===== src/rtl/aud_rmm_seq.sv =====
// Sequencer for multi-word RMM block transfers over the AUD port.
// Moves one 32-bit word per engine handshake, with per-phase timeout and word-boundary abort.
module aud_rmm_seq #(
    parameter int LEN_W   = 16,
    parameter int TIMEOUT = 1024,
    parameter int TMR_W   = 11
) (
    input  logic             clk_sys_i,
    input  logic             rst_n_i,
    input  logic             cmd_start_i,
    input  logic             cmd_dir_i,
    input  logic [31:0]      cmd_addr_i,
    input  logic [LEN_W-1:0] cmd_len_i,
    input  logic             cmd_abort_i,
    output logic             busy_o,
    output logic             done_o,
    output logic [1:0]       err_code_o,
    output logic [LEN_W-1:0] words_done_o,
    input  logic [31:0]      wf_dat_i,
    input  logic             wf_empty_i,
    output logic             wf_rd_o,
    output logic [31:0]      rf_dat_o,
    input  logic             rf_full_i,
    output logic             rf_wr_o,
    output logic [31:0]      rmm_addr_o,
    output logic [31:0]      rmm_data_o,
    output logic             rmm_we_o,
    output logic             rmm_re_o,
    input  logic [31:0]      rmm_data_i,
    input  logic             rmm_idle_i,
    input  logic             rmm_err_i
);

    // state  | meaning
    // IDLE   | waiting for a start command
    // FETCH  | word boundary: abort check, wait for FIFO data/space and idle engine
    // ISSUE  | one-cycle engine strobe
    // ACCEPT | waiting for the engine to leave idle
    // ACTIVE | waiting for the engine to complete or flag an error
    // STORE  | push read word into the read FIFO
    // FINISH | done pulse, result codes final
    typedef enum logic [2:0] {
        S_IDLE, S_FETCH, S_ISSUE, S_ACCEPT, S_ACTIVE, S_STORE, S_FINISH
    } state_t;

    // The down-counter is loaded on the cycle a phase starts, so a phase spans TIMEOUT cycles
    // counted from its opening event (strobe, or idle-drop) and expires at terminal count 1.
    localparam logic [TMR_W-1:0] TMR_LOAD = TMR_W'(TIMEOUT - 1);
    localparam logic [TMR_W-1:0] TMR_ONE  = TMR_W'(1);

    state_t           r_state, w_state_nxt;
    logic             r_dir, r_abort;
    logic [31:0]      r_addr, r_wdat, r_rdat;
    logic [LEN_W-1:0] r_len, r_words;
    logic [1:0]       r_err;
    logic [TMR_W-1:0] r_tmr;
    logic             w_tmo, w_last, w_wr_ok, w_rd_ok;

    assign w_tmo   = (r_tmr == TMR_ONE);
    assign w_last  = ((r_words + LEN_W'(1)) == r_len);
    assign w_wr_ok = r_dir && !wf_empty_i && rmm_idle_i;
    assign w_rd_ok = !r_dir && !rf_full_i && rmm_idle_i;

    assign busy_o       = (r_state != S_IDLE);
    assign err_code_o   = r_err;
    assign words_done_o = r_words;
    assign rmm_addr_o   = r_addr;
    assign rmm_data_o   = r_wdat;
    assign rf_dat_o     = r_rdat;

    always_ff @(posedge clk_sys_i or negedge rst_n_i) begin
        if (!rst_n_i) r_state <= S_IDLE;
        else          r_state <= w_state_nxt;
    end

    always_comb begin
        w_state_nxt = r_state;
        done_o      = 1'b0;
        wf_rd_o     = 1'b0;
        rf_wr_o     = 1'b0;
        rmm_we_o    = 1'b0;
        rmm_re_o    = 1'b0;
        case (r_state)
            S_IDLE: begin
                if (cmd_start_i) w_state_nxt = (cmd_len_i == '0) ? S_FINISH : S_FETCH;
            end
            S_FETCH: begin
                if (r_abort) begin
                    w_state_nxt = S_FINISH;
                end else if (w_wr_ok) begin
                    wf_rd_o     = 1'b1;
                    w_state_nxt = S_ISSUE;
                end else if (w_rd_ok) begin
                    w_state_nxt = S_ISSUE;
                end
            end
            S_ISSUE: begin
                rmm_we_o    = r_dir;
                rmm_re_o    = !r_dir;
                w_state_nxt = S_ACCEPT;
            end
            S_ACCEPT: begin
                if (!rmm_idle_i) w_state_nxt = S_ACTIVE;
                else if (w_tmo)  w_state_nxt = S_FINISH;
            end
            S_ACTIVE: begin
                if (rmm_err_i)       w_state_nxt = S_FINISH;
                else if (rmm_idle_i) w_state_nxt = !r_dir ? S_STORE : (w_last ? S_FINISH : S_FETCH);
                else if (w_tmo)      w_state_nxt = S_FINISH;
            end
            S_STORE: begin
                rf_wr_o     = 1'b1;
                w_state_nxt = w_last ? S_FINISH : S_FETCH;
            end
            S_FINISH: begin
                done_o      = 1'b1;
                w_state_nxt = S_IDLE;
            end
            default: w_state_nxt = S_IDLE;
        endcase
    end

    always_ff @(posedge clk_sys_i or negedge rst_n_i) begin
        if (!rst_n_i) begin
            r_dir   <= 1'b0;
            r_abort <= 1'b0;
            r_addr  <= '0;
            r_wdat  <= '0;
            r_rdat  <= '0;
            r_len   <= '0;
            r_words <= '0;
            r_err   <= '0;
            r_tmr   <= '0;
        end else begin
            // Abort is only remembered while a transfer is live.
            if (r_state == S_IDLE || r_state == S_FINISH) r_abort <= 1'b0;
            else if (cmd_abort_i)                         r_abort <= 1'b1;

            case (r_state)
                S_IDLE: begin
                    if (cmd_start_i) begin
                        r_dir   <= cmd_dir_i;
                        r_addr  <= cmd_addr_i;
                        r_len   <= cmd_len_i;
                        r_words <= '0;
                        r_err   <= '0;
                    end
                end
                S_FETCH: begin
                    if (r_abort)      r_err  <= 2'd3;
                    else if (w_wr_ok) r_wdat <= wf_dat_i;
                end
                S_ISSUE: r_tmr <= TMR_LOAD;
                S_ACCEPT: begin
                    if (!rmm_idle_i) r_tmr <= TMR_LOAD;
                    else if (w_tmo)  r_err <= 2'd2;
                    else             r_tmr <= r_tmr - TMR_ONE;
                end
                S_ACTIVE: begin
                    if (rmm_err_i) begin
                        r_err <= 2'd1;
                    end else if (rmm_idle_i) begin
                        if (r_dir) begin
                            r_words <= r_words + LEN_W'(1);
                            r_addr  <= r_addr + 32'd4;
                        end else begin
                            r_rdat  <= rmm_data_i;
                        end
                    end else if (w_tmo) begin
                        r_err <= 2'd2;
                    end else begin
                        r_tmr <= r_tmr - TMR_ONE;
                    end
                end
                S_STORE: begin
                    r_words <= r_words + LEN_W'(1);
                    r_addr  <= r_addr + 32'd4;
                end
                default: ;
            endcase
        end
    end

endmodule


===== config.mk =====
export PLATFORM = sky130hd
export DESIGN_NAME = aud_rmm_seq
export DESIGN_NICKNAME = d
export VERILOG_FILES = /design/src/rtl/aud_rmm_seq.sv
export SDC_FILE = /design/constraint.sdc
export NUM_CORES = 1
export LEC_CHECK = 0
export ABC_AREA = 1
export ABC_CLOCK_PERIOD_IN_PS = 2240
export CAP_MARGIN = 10
export CORE_MARGIN = 10
export CORE_UTILIZATION = 47
export DETAILED_ROUTE_END_ITERATION = 10
export GPL_TIMING_DRIVEN = 0
export PLACE_DENSITY_LB_ADDON = 0.1
export SYNTH_ARGS = -nofsm -noshare
export SYNTH_HDL_FRONTEND = slang
export SYNTH_SLANG_ARGS = --single-unit

===== constraint.sdc =====
create_clock -name clk_sys_i -period 2.24 [get_ports clk_sys_i]
set_input_delay 0.224 -clock clk_sys_i [delete_from_list [all_inputs] [get_ports clk_sys_i]]
set_output_delay 0.224 -clock clk_sys_i [all_outputs]
set_load 0.05 [all_outputs]

; ---- Yosys cells after proc, flatten, opt, wreduce, memory -nomap -nowiden
; Cells that the tools add are included.
[totals]
inputBits = 121
elab_cells = 98
out_inout_bits = 120
register_bits = 146
[op_classes]
mux = 43
n_eq_ne = 17
n_reduce_logical = 22
bitwise_logic = 3
add_sub_neg = 3
[op_table]
columns = cell, n
row1 = 32-bit 2-to-1 mux, 4
row2 = 32-bit one-hot mux with 3 select lines, 1
row3 = 16-bit 2-to-1 mux, 4
row4 = 16-bit one-hot mux with 3 select lines, 1
row5 = 11-bit 2-to-1 mux, 4
row6 = 3-bit 2-to-1 mux, 11
row7 = 11-bit one-hot mux with 3 select lines, 1
row8 = "32-bit by 3-bit adder with 32-bit output, second input constant", 1
row9 = 3-bit one-hot mux with 6 select lines, 1
row10 = "16-bit by 1-bit adder with 16-bit output, second input constant", 1
row11 = 16-bit == test, 1
row12 = 16-bit logical NOT, 1
row13 = "2-bit != test, second input constant", 7
row14 = 2-bit 2-to-1 mux, 6
row15 = "11-bit by 1-bit == test with 1-bit output, second input constant", 1
row16 = "11-bit by 1-bit subtractor with 11-bit output, second input constant", 1
row17 = 5-bit AND reduction, 2
row18 = "3-bit == test, second input constant", 3
row19 = 1-bit 2-to-1 mux, 9
row20 = 3-bit nonzero test, 3
row21 = 2-bit one-hot mux with 4 select lines, 1
row22 = "3-bit by 2-bit == test with 1-bit output, second input constant", 2
row23 = 3-bit AND reduction, 2
row24 = 1-bit logical AND, 4
row25 = other kinds (11), 16

; ---- Longest topological paths before layout
; Gate-level depths: netlist (run 1).
[depth]
depth_word = 7
depth_mapped = 19
depth_no_buf = 19

; ---- Worst setup path after synthesis (run 1)
; No wires, ideal clock.
[synth_path]
path_kind = register to register
startpoint = reg r_addr[2] (netlist: rmm_addr_o[2])
endpoint = reg r_addr[30] (netlist: rmm_addr_o[30])
synth_period_minus_slack_ns = 2.280
arrival_time_ns = 2.156
setup_ns = 0.123
path_buffers = 0
setup_slack_ns = -0.040
required_ns = 2.117
path_stages_with_launch = 12
cell_sequence = dfrtp_1 ha_1 nand2_2 nor3_4 nand2_2 nor2_2 nand3_2 or2_1 nor4_2 nor2_1 nor2_1 o21ai_2
[synth_via]
elab_chain_len = 5
[synth_rtl]
columns = element, line
row1 = "start, declared", 53  ; logic [31:0] r_addr, r_wdat, r_rdat;
row2 = "start signal, assigned", 143  ; r_addr <= cmd_addr_i;
row3 = "start signal, assigned", 165  ; r_addr <= r_addr + 32'd4;
row4 = "start signal, assigned", 177  ; r_addr <= r_addr + 32'd4;
row5 = 32-bit by 3-bit adder with 32-bit output *, "165, 177"
row6 = 32-bit 2-to-1 mux, 163  ; if (r_dir) begin
row7 = 32-bit 2-to-1 mux, 162  ; end else if (rmm_idle_i) begin
row8 = 32-bit 2-to-1 mux, 160  ; if (rmm_err_i) begin
row9 = 32-bit one-hot mux with 3 select lines *, 139  ; case (r_state)
; Every way passes the cells marked *; elsewhere a longest branch is shown, timed or not. The select of a mux whose other input is x is not followed.
; A chain may end at the register's enable or synchronous reset.

; ---- Worst setup path after layout (run 1)
[layout_path]
startpoint = reg r_words[0] (netlist: words_done_o[0])
endpoint = reg r_state[0]
[layout_via]
elab_chain_len = 7
[layout_rtl]
columns = element, line
row1 = "start, declared", 54  ; logic [LEN_W-1:0] r_len, r_words;
row2 = "start signal, assigned", 164  ; r_words <= r_words + LEN_W'(1);
row3 = "start signal, assigned", 176  ; r_words <= r_words + LEN_W'(1);
row4 = 16-bit by 1-bit adder with 16-bit output *, 60  ; assign w_last = ((r_words + LEN_W'(1)) == r_len);
row5 = 16-bit == test *, 60
row6 = 3-bit 2-to-1 mux *, "108, 113"
row7 = 3-bit 2-to-1 mux (2 in a row), 108  ; else if (rmm_idle_i) w_state_nxt = !r_dir ? S_STORE : (w_last ? S_FINISH : S_FETCH);
row8 = 3-bit 2-to-1 mux, 107  ; if (rmm_err_i) w_state_nxt = S_FINISH;
row9 = 3-bit one-hot mux with 6 select lines *, 83  ; case (r_state)
row10 = "end signal, assigned", 73  ; else r_state <= w_state_nxt;
row11 = "end, declared", 51  ; state_t r_state, w_state_nxt;
; Every way passes the cells marked *; elsewhere a longest branch is shown, timed or not.

==> results of run 1 <==
## flip-flops by register name (all words and copies together) (netlist names)
name	cells
rmm_addr_o	32
err_code_o	2
r_state	3
rf_dat_o	32
r_abort	1
r_len	16
r_tmr	11
r_dir	1
words_done_o	16
rmm_data_o	32
## area by class of cell
cell class              instances  share of cell area (%)
repair buffers                257                    22.6
clock inverters                 9                    1.59
flip-flops and latches        146                    32.6
clock buffers                  22                    4.14
multi-input cells             631                    31.6
plain buffers                  27                    1.33
well taps                     216                    2.41
inverters                     109                    3.65
## logic make-up (layout without fill, tap and decap cells)
kind of cell / after synthesis / count (layout) / synth area share [%]
buffers and inverters: 136 / 424 / 7.12
and+or+nand+nor: 440 / 440 / 26.4
DFF: 146 / 146 / 47.8
muxes: 34 / 34 / 5.01
adders and majority gates: 4 / 4 / 0.654
AOI/OAI and AO/OA: 130 / 130 / 10.1
xor gates and xnor gates: 23 / 23 / 2.99
## timing repair
action	in CTS	in global routing
pin swaps	2	15
setup endpoints to repair	7	40
resized for setup	22	30
gates cloned	0	0
hold buffers	1	0
buffers inserted	0	15
endpoints found under the hold margin	64	0
## worst paths after layout
| check | from | end | slack, ps | cells after the start |
|---|---|---|---|---|
| setup / recovery | words_done_o[0]$_DFFE_PN0P_ | r_state[0]$_DFFE_PN0P_ | 90 | 16 |
| hold / removal | rst_n_i | words_done_o[14]$_DFFE_PN0P_ | 340 | 2 |
| setup reg to reg | words_done_o[0]$_DFFE_PN0P_ | r_state[0]$_DFFE_PN0P_ | 90 | 16 |
| hold reg to reg | rmm_data_o[26]$_DFFE_PN0P_ | rmm_data_o[26]$_DFFE_PN0P_ | 470 | 2 |
| max in group asynchronous | rst_n_i | r_state[2]$_DFFE_PN0P_ | 1060 | 3 |
| min in group clk_sys_i | wf_dat_i[16] | rmm_data_o[16]$_DFFE_PN0P_ | 340 | 3 |
## cell usage after synthesis, drive strengths merged (2+ instances only)
cell type	n	area share, %
nand3b	3	0.29
nand3	55	4.0
inv	109	5.3
xnor3	2	0.59
mux2	34	5.0
o31ai	3	0.43
or2	2	0.16
clkbuf	10	0.49
xor2	20	2.3
ha	4	0.65
o21ai	72	4.9
o221ai	3	0.34
nor3	11	1.4
nor4	4	0.49
nand2	251	13
a21oi	15	0.98
o22ai	15	1.2
o211ai	11	1.1
nand4	19	1.6
buf	17	1.3
nor2	93	5.7
a31oi	5	0.41
dfrtp	146	48
## through the flow
step	cell area [um^2]	power (mW)	hold WS [ps]	TNS [ps]	utilization [%]
global route	11200	16.5	346	-160	70.4
floorplan	7650	9.49	-71.6	0	-
finish	11200	15.6	338	0	70.4
CTS	11000	15.5	321	-25.4	69.2
detailed placement	10400	12.3	262	-3460	65.0
global placement	10300	12.2	453	-769680	64.8
## critical path: cells and delay by family (launching register included)
| kind | cells | cell delay, ps |
|---|---|---|
| AND/OR/NAND/NOR | 15 | 1430 |
| adder cells (fa/ha/maj) | 1 | 180 |
| flip-flops | 1 | 430 |
## per-layer routing
layer  vias to the layer above  track usage (%)  share of wire (%)
li1                       3533                -                  -
met1                      3372             25.8                 39
met2                       278             34.8                 47
met3                        24             11.0                 12
met4                         0             6.79                1.5
met5                         -                0                  0
## power by group
part | internal, mW | total, mW | leakage [nW] | switching (mW)
combinational | 2.67 | 8.03 | 2.98 | 5.36
clock | 2.03 | 3.11 | 0.306 | 1.08
sequential | 3.58 | 4.42 | 1.83 | 0.838
==> impl_metrics.json, run 1 <==
{
  "status": "finished, final reports clean",
  "setup_slack_ps": 92.5,
  "worstSetupStartpointType": "register",
  "core_area_um2": 15900,
  "finalNonFillerCells": 1417,
  "path_cells": "ha_4 > nand2_4 > nor2_4 > nand3_1 > nand3_1 > nand2_1 > nor2_1 > nand3_1 > nor2_2 > nand2_2 > nand2_1 > nand3_1 > nand2_1 > nand2_1 > nand2_1 > nand2_1",
  "synth_ff_type": "dfrtp_1",
  "dieArea_um2": 21800,
  "ys_types": 50,
  "grt_pass1_wl_um": 38200,
  "grt_max_degree": 83,
  "finalClockSkew_ps": 7.49,
  "totalWireLength_um": 24700,
  "avgSynthCellArea_um2": 8.38,
  "synth_edf_count": 0,
  "cts_tree": "done",
  "dp_cells": 1370,
  "rows": 46,
  "p_per_area_nw_per_um2": 1390,
  "wire_per_inst_um": 17.4,
  "ys_ff_latch": 146,
  "io_buffer_count": 240,
  "drt_iter0_markers": 388,
  "netlist_instances": 913,
  "gp_congestion": 0.905,
  "post-route-drc-count": 0,
  "relSlewSlack_pct": 56.1,
  "root_buffer": "clkbuf_16",
  "multi_input_area_um2": 3550,
  "die_w_um": 148,
  "num_io_pins": 241,
  "cp.required_ps": 2550,
  "grt_use_total_pct": 22.0,
  "grt-ovfl-total": 0,
  "netlist_area_um2": 7650,
  "layout_common_cells": "242 x nand2_1, 233 x clkdlybuf4s50_1, 140 x dfrtp_1, 100 x inv_1, 69 x nor2_1",
  "ir_drop_mv": 0.968,
  "final_common_cell": "nand2_1",
  "leakagePower_nw": 5.12,
  "min_period_ps": 2150,
  "area_delta_synth_final_pct": 46.8,
  "cts.sinks": 146,
  "ys_seq_area_share_pct": 47.8,
  "drv_cap": 0,
  "ant_nets": 0,
  "setup_viol": 0,
  "timing.fmax_ghz": 0.466,
  "hpwl_um": 18600,
  "clkTransAtPathRegs_ps": 60,
  "finalHoldViolations": 0,
  "clockBufferDepth": 2,
  "drtPass1Iterations": 5,
  "htree_num_levels": 4,
  "slew_viol_final": 0,
  "diodes": 0,
  "vias": 7207,
  "max_stage_delay_ps": 430,
  "rsz0062_at_grt": "yes",
  "drive_gt1_share_pct": 14.1,
  "worstMarginPinSlew_ps": 659,
  "hold_class": "primary input to async pin",
  "pre_cts_ws_ps": -500,
  "min_period_over_period_pct": 95.9,
  "start_util_pct": 48.0,
  "crit_slowest_cell": "dfrtp_2",
  "final_nets": 1314,
  "synthArstFlopShare_pct": 100,
  "synth_warnings": 0,
  "insertion_delay_ps": 420,
  "cts_made_buffers": 17,
  "fillers": 1273,
  "synth_nets": 1038,
  "die_h_um": 148,
  "cpMostUsedCell": "nand2_1",
  "critPathKind": "register to register",
  "routed_via_density": 5.09,
  "cp.arrival_ps": 2460,
  "grt_pass1_vias": 7062,
  "cp-end-kind": "register",
  "cp_max_fo": 8,
  "regArea_um2": 3660,
  "antenna_found_initial": 1
}
Power figures use the tool's default switching activity.
==> inputs of run 2 (changes only) <==
GPL_ROUTABILITY_DRIVEN = 1   (was unset)
==> results of run 2 <==
Same layout as run 1: the final DEF is identical, and so are final timing and power.
==> patch: new RTL, settings of run 1 <==
Put one more register stage on the output `err_code_o`, without a reset. The value now appears one clock later. The other outputs are not delayed to match.
--- a/src/rtl/aud_rmm_seq.sv
+++ b/src/rtl/aud_rmm_seq.sv
@@ -62,7 +62,9 @@
     assign w_rd_ok = !r_dir && !rf_full_i && rmm_idle_i;
 
     assign busy_o       = (r_state != S_IDLE);
-    assign err_code_o   = r_err;
+    always_ff @(posedge clk_sys_i) begin
+        err_code_o <= r_err;
+    end
     assign words_done_o = r_words;
     assign rmm_addr_o   = r_addr;
     assign rmm_data_o   = r_wdat;
Function: changed (Yosys sat finds a counterexample within 4 cycles, from zero or initial values and one cycle with rst_n_i low).
==> patch against run 1 <==
Area after synthesis rose by 1.9%; routed wire length rose by 0.49%; via count rose by 3.8%; power rose by 0.64%; fmax fell by 0.18%; non-clock buffer count fell by 4; sequential share of layout area rose by 0.068 points; die area rose by 1.6%; highest routed layer unchanged; setup slack got worse by 0.0038 ns; first-iteration DRC count rose by 31%; sequential cell count rose by 2; clock power rose by 2%; final area rose by 0.75%; global-route usage rose by 0.38 points.
==> patch: results (changes against run 1) <==
[run_status]
outcome = complete, no violations

[placed_design]
post-place-ws_ns = -0.632  ; -0.132 ns
globalplace.congestion = 0.901  ; -0.44%
io_buffer_count = 240  ; unchanged
place_hpwl_um = 18900  ; +1.7%
placed_area_sq_um = 10500  ; +1.4%

[routing]
vias = 7482  ; +3.8%
drt_first_pass_iters = 5  ; unchanged
drt-initial-drc-count = 509  ; +31%
wl_um = 24800  ; +0.49%

[cts]
clkTransAtPathRegs_ns = 0.06  ; about the same
cts_buffer_depth = 2  ; unchanged
h-tree-depth = 4  ; unchanged
cts-root-buf = clkbuf_16
numCtsBuffers = 17  ; unchanged
insertion_delay_ns = 0.42  ; about the same

[logic_synthesis]
synthTopCellsByCount = 264 x nand2_1, 146 x dfrtp_1, 103 x inv_1
synth.distinct_cells = 47  ; -6.0%
synth_nets = 1087  ; +4.7%
yosys-top-cells-area = dfrtp_1 47%, nand2_1 13%, mux2_2 5.3%
ys_seq_area_frac = 0.474  ; -0.00376
synthArstFlopShare = 0.986  ; -0.0135
synth_adder_area_share = 0.00642  ; -0.000122
synth_xor_area_frac = 0.0180  ; -0.0120
yosys_warnings = 0  ; unchanged
synth_compound_area_frac = 0.0894  ; -0.0115
synth.area.mux_share = 0.0535  ; +0.00340
ys.flop_type = dfrtp_1
synth_top_family_by_area = simple AND/OR/NAND/NOR gates

[pwr]
p_int_mw = 8.35  ; +0.78%
leakagePower_nw = 5.08  ; -0.75%
ir_drop_mv = 0.822  ; -15%

[global_routing]
grt_pass1_vias = 7559  ; +7.0%
grt_pass1_wl_um = 39600  ; +3.6%
grt_max_degree = 78  ; -6.0%
antenna_found_initial = 0  ; -1
globalRouteTotalUtil = 0.224  ; +0.00381

[sta]
fin_setup_tns_ns = 0  ; unchanged
skew_ns = 0.00938  ; +0.00189 ns
worst_pin_slew_ns = 0.681  ; +0.0227 ns

[critical_path]
cp_max_fo = 5  ; -3
crit_arrival_ns = 2.47
cp-startpoint = words_done_o[1]

[min_path]
worstHoldStart = wf_dat_i[25]
hold_path_class = input pin to flop

[finish]
drive_above_1_share = 0.128  ; -0.0125
nets = 1360  ; +3.5%
n_antenna_cell = 0  ; unchanged

## patch: final timing paths
check                                      end  slack, ns  cells after the start
worst max-delay path                r_state[0]       0.09                     16
worst min-delay path            rmm_data_o[25]       0.33                      3
worst max register to register      r_state[0]       0.09                     16
worst min register to register   err_code_o[0]       0.41                      0
max in group asynchronous         rf_dat_o[23]       1.04                      3
min in group asynchronous            r_len[12]       0.38                      2
## patch: final cells by class
cell class,instances,area [sq um]
inverter,111,418
timing repair buffer,254,2510
tap,220,275
clock inverter,12,200
clock buffer,20,457
sequential,148,3700
buffer,26,129
fill,1322,5100
multi-input combinational,677,3620
## patch: kinds of logic after synthesis
logic type / Yosys count
AO/OA/AOI/OAI: 121
XOR/XNOR: 16
adder cells (fa/ha/maj): 4
buffers and inverters: 137
flip-flops: 148
multiplexers: 37
AND/OR/NAND/NOR: 499
## patch: per-layer routing
metal / share of wire / GRT usage
met5: 0 / 0
met3: 0.12 / 0.100
met4: 0.020 / 0.0756
met1: 0.40 / 0.269
met2: 0.46 / 0.352
## patch: through the flow
stage	power, mW	hold WS (ns)	utilization	instances
2_1_floorplan	9.55	-0.0716	-	962
3_3_place_gp	12.3	0.395	0.638	1422
3_5_place_dp	12.4	0.292	0.640	1423
4_1_cts	15.6	0.313	0.681	1456
5_1_grt	16.6	0.333	0.689	1468
6_report	15.7	0.331	0.689	1468
## patch: power by group through the flow
| stage | registers (mW) | clock network, mW | logic, mW |
|---|---|---|---|
| 2_1_floorplan | 6.67 | 0 | 2.88 |
| 3_3_place_gp | 4.40 | 0 | 7.87 |
| 3_5_place_dp | 4.43 | 0 | 7.94 |
| 4_1_cts | 4.40 | 3.24 | 7.98 |
| 5_1_grt | 4.54 | 3.35 | 8.70 |
| 6_report | 4.41 | 3.17 | 8.08 |
## patch: worst max-delay path, stage by stage (launching register included)
cell and delay [ns]:
dfrtp_1 0.43, ha_4 0.17, nand2_2 0.08, nor2_4 0.19
nand2_2 0.11, nand2_2 0.08, nand2_1 0.07, nand2_1 0.06
nand2_1 0.06, nor2_1 0.12, nand2_1 0.11, nor2_4 0.17
nand4_1 0.15, nand2_1 0.09, nand2_1 0.05, nand2_1 0.05
nand2_1 0.04
## patch: repair_timing
item	4_1_cts	5_1_grt
hold buffers	1	0
gates resized for setup	16	24
endpoints found under the hold margin	69	0
endpoints found under the setup margin	8	33
pin swaps	0	8
buffers inserted	0	12
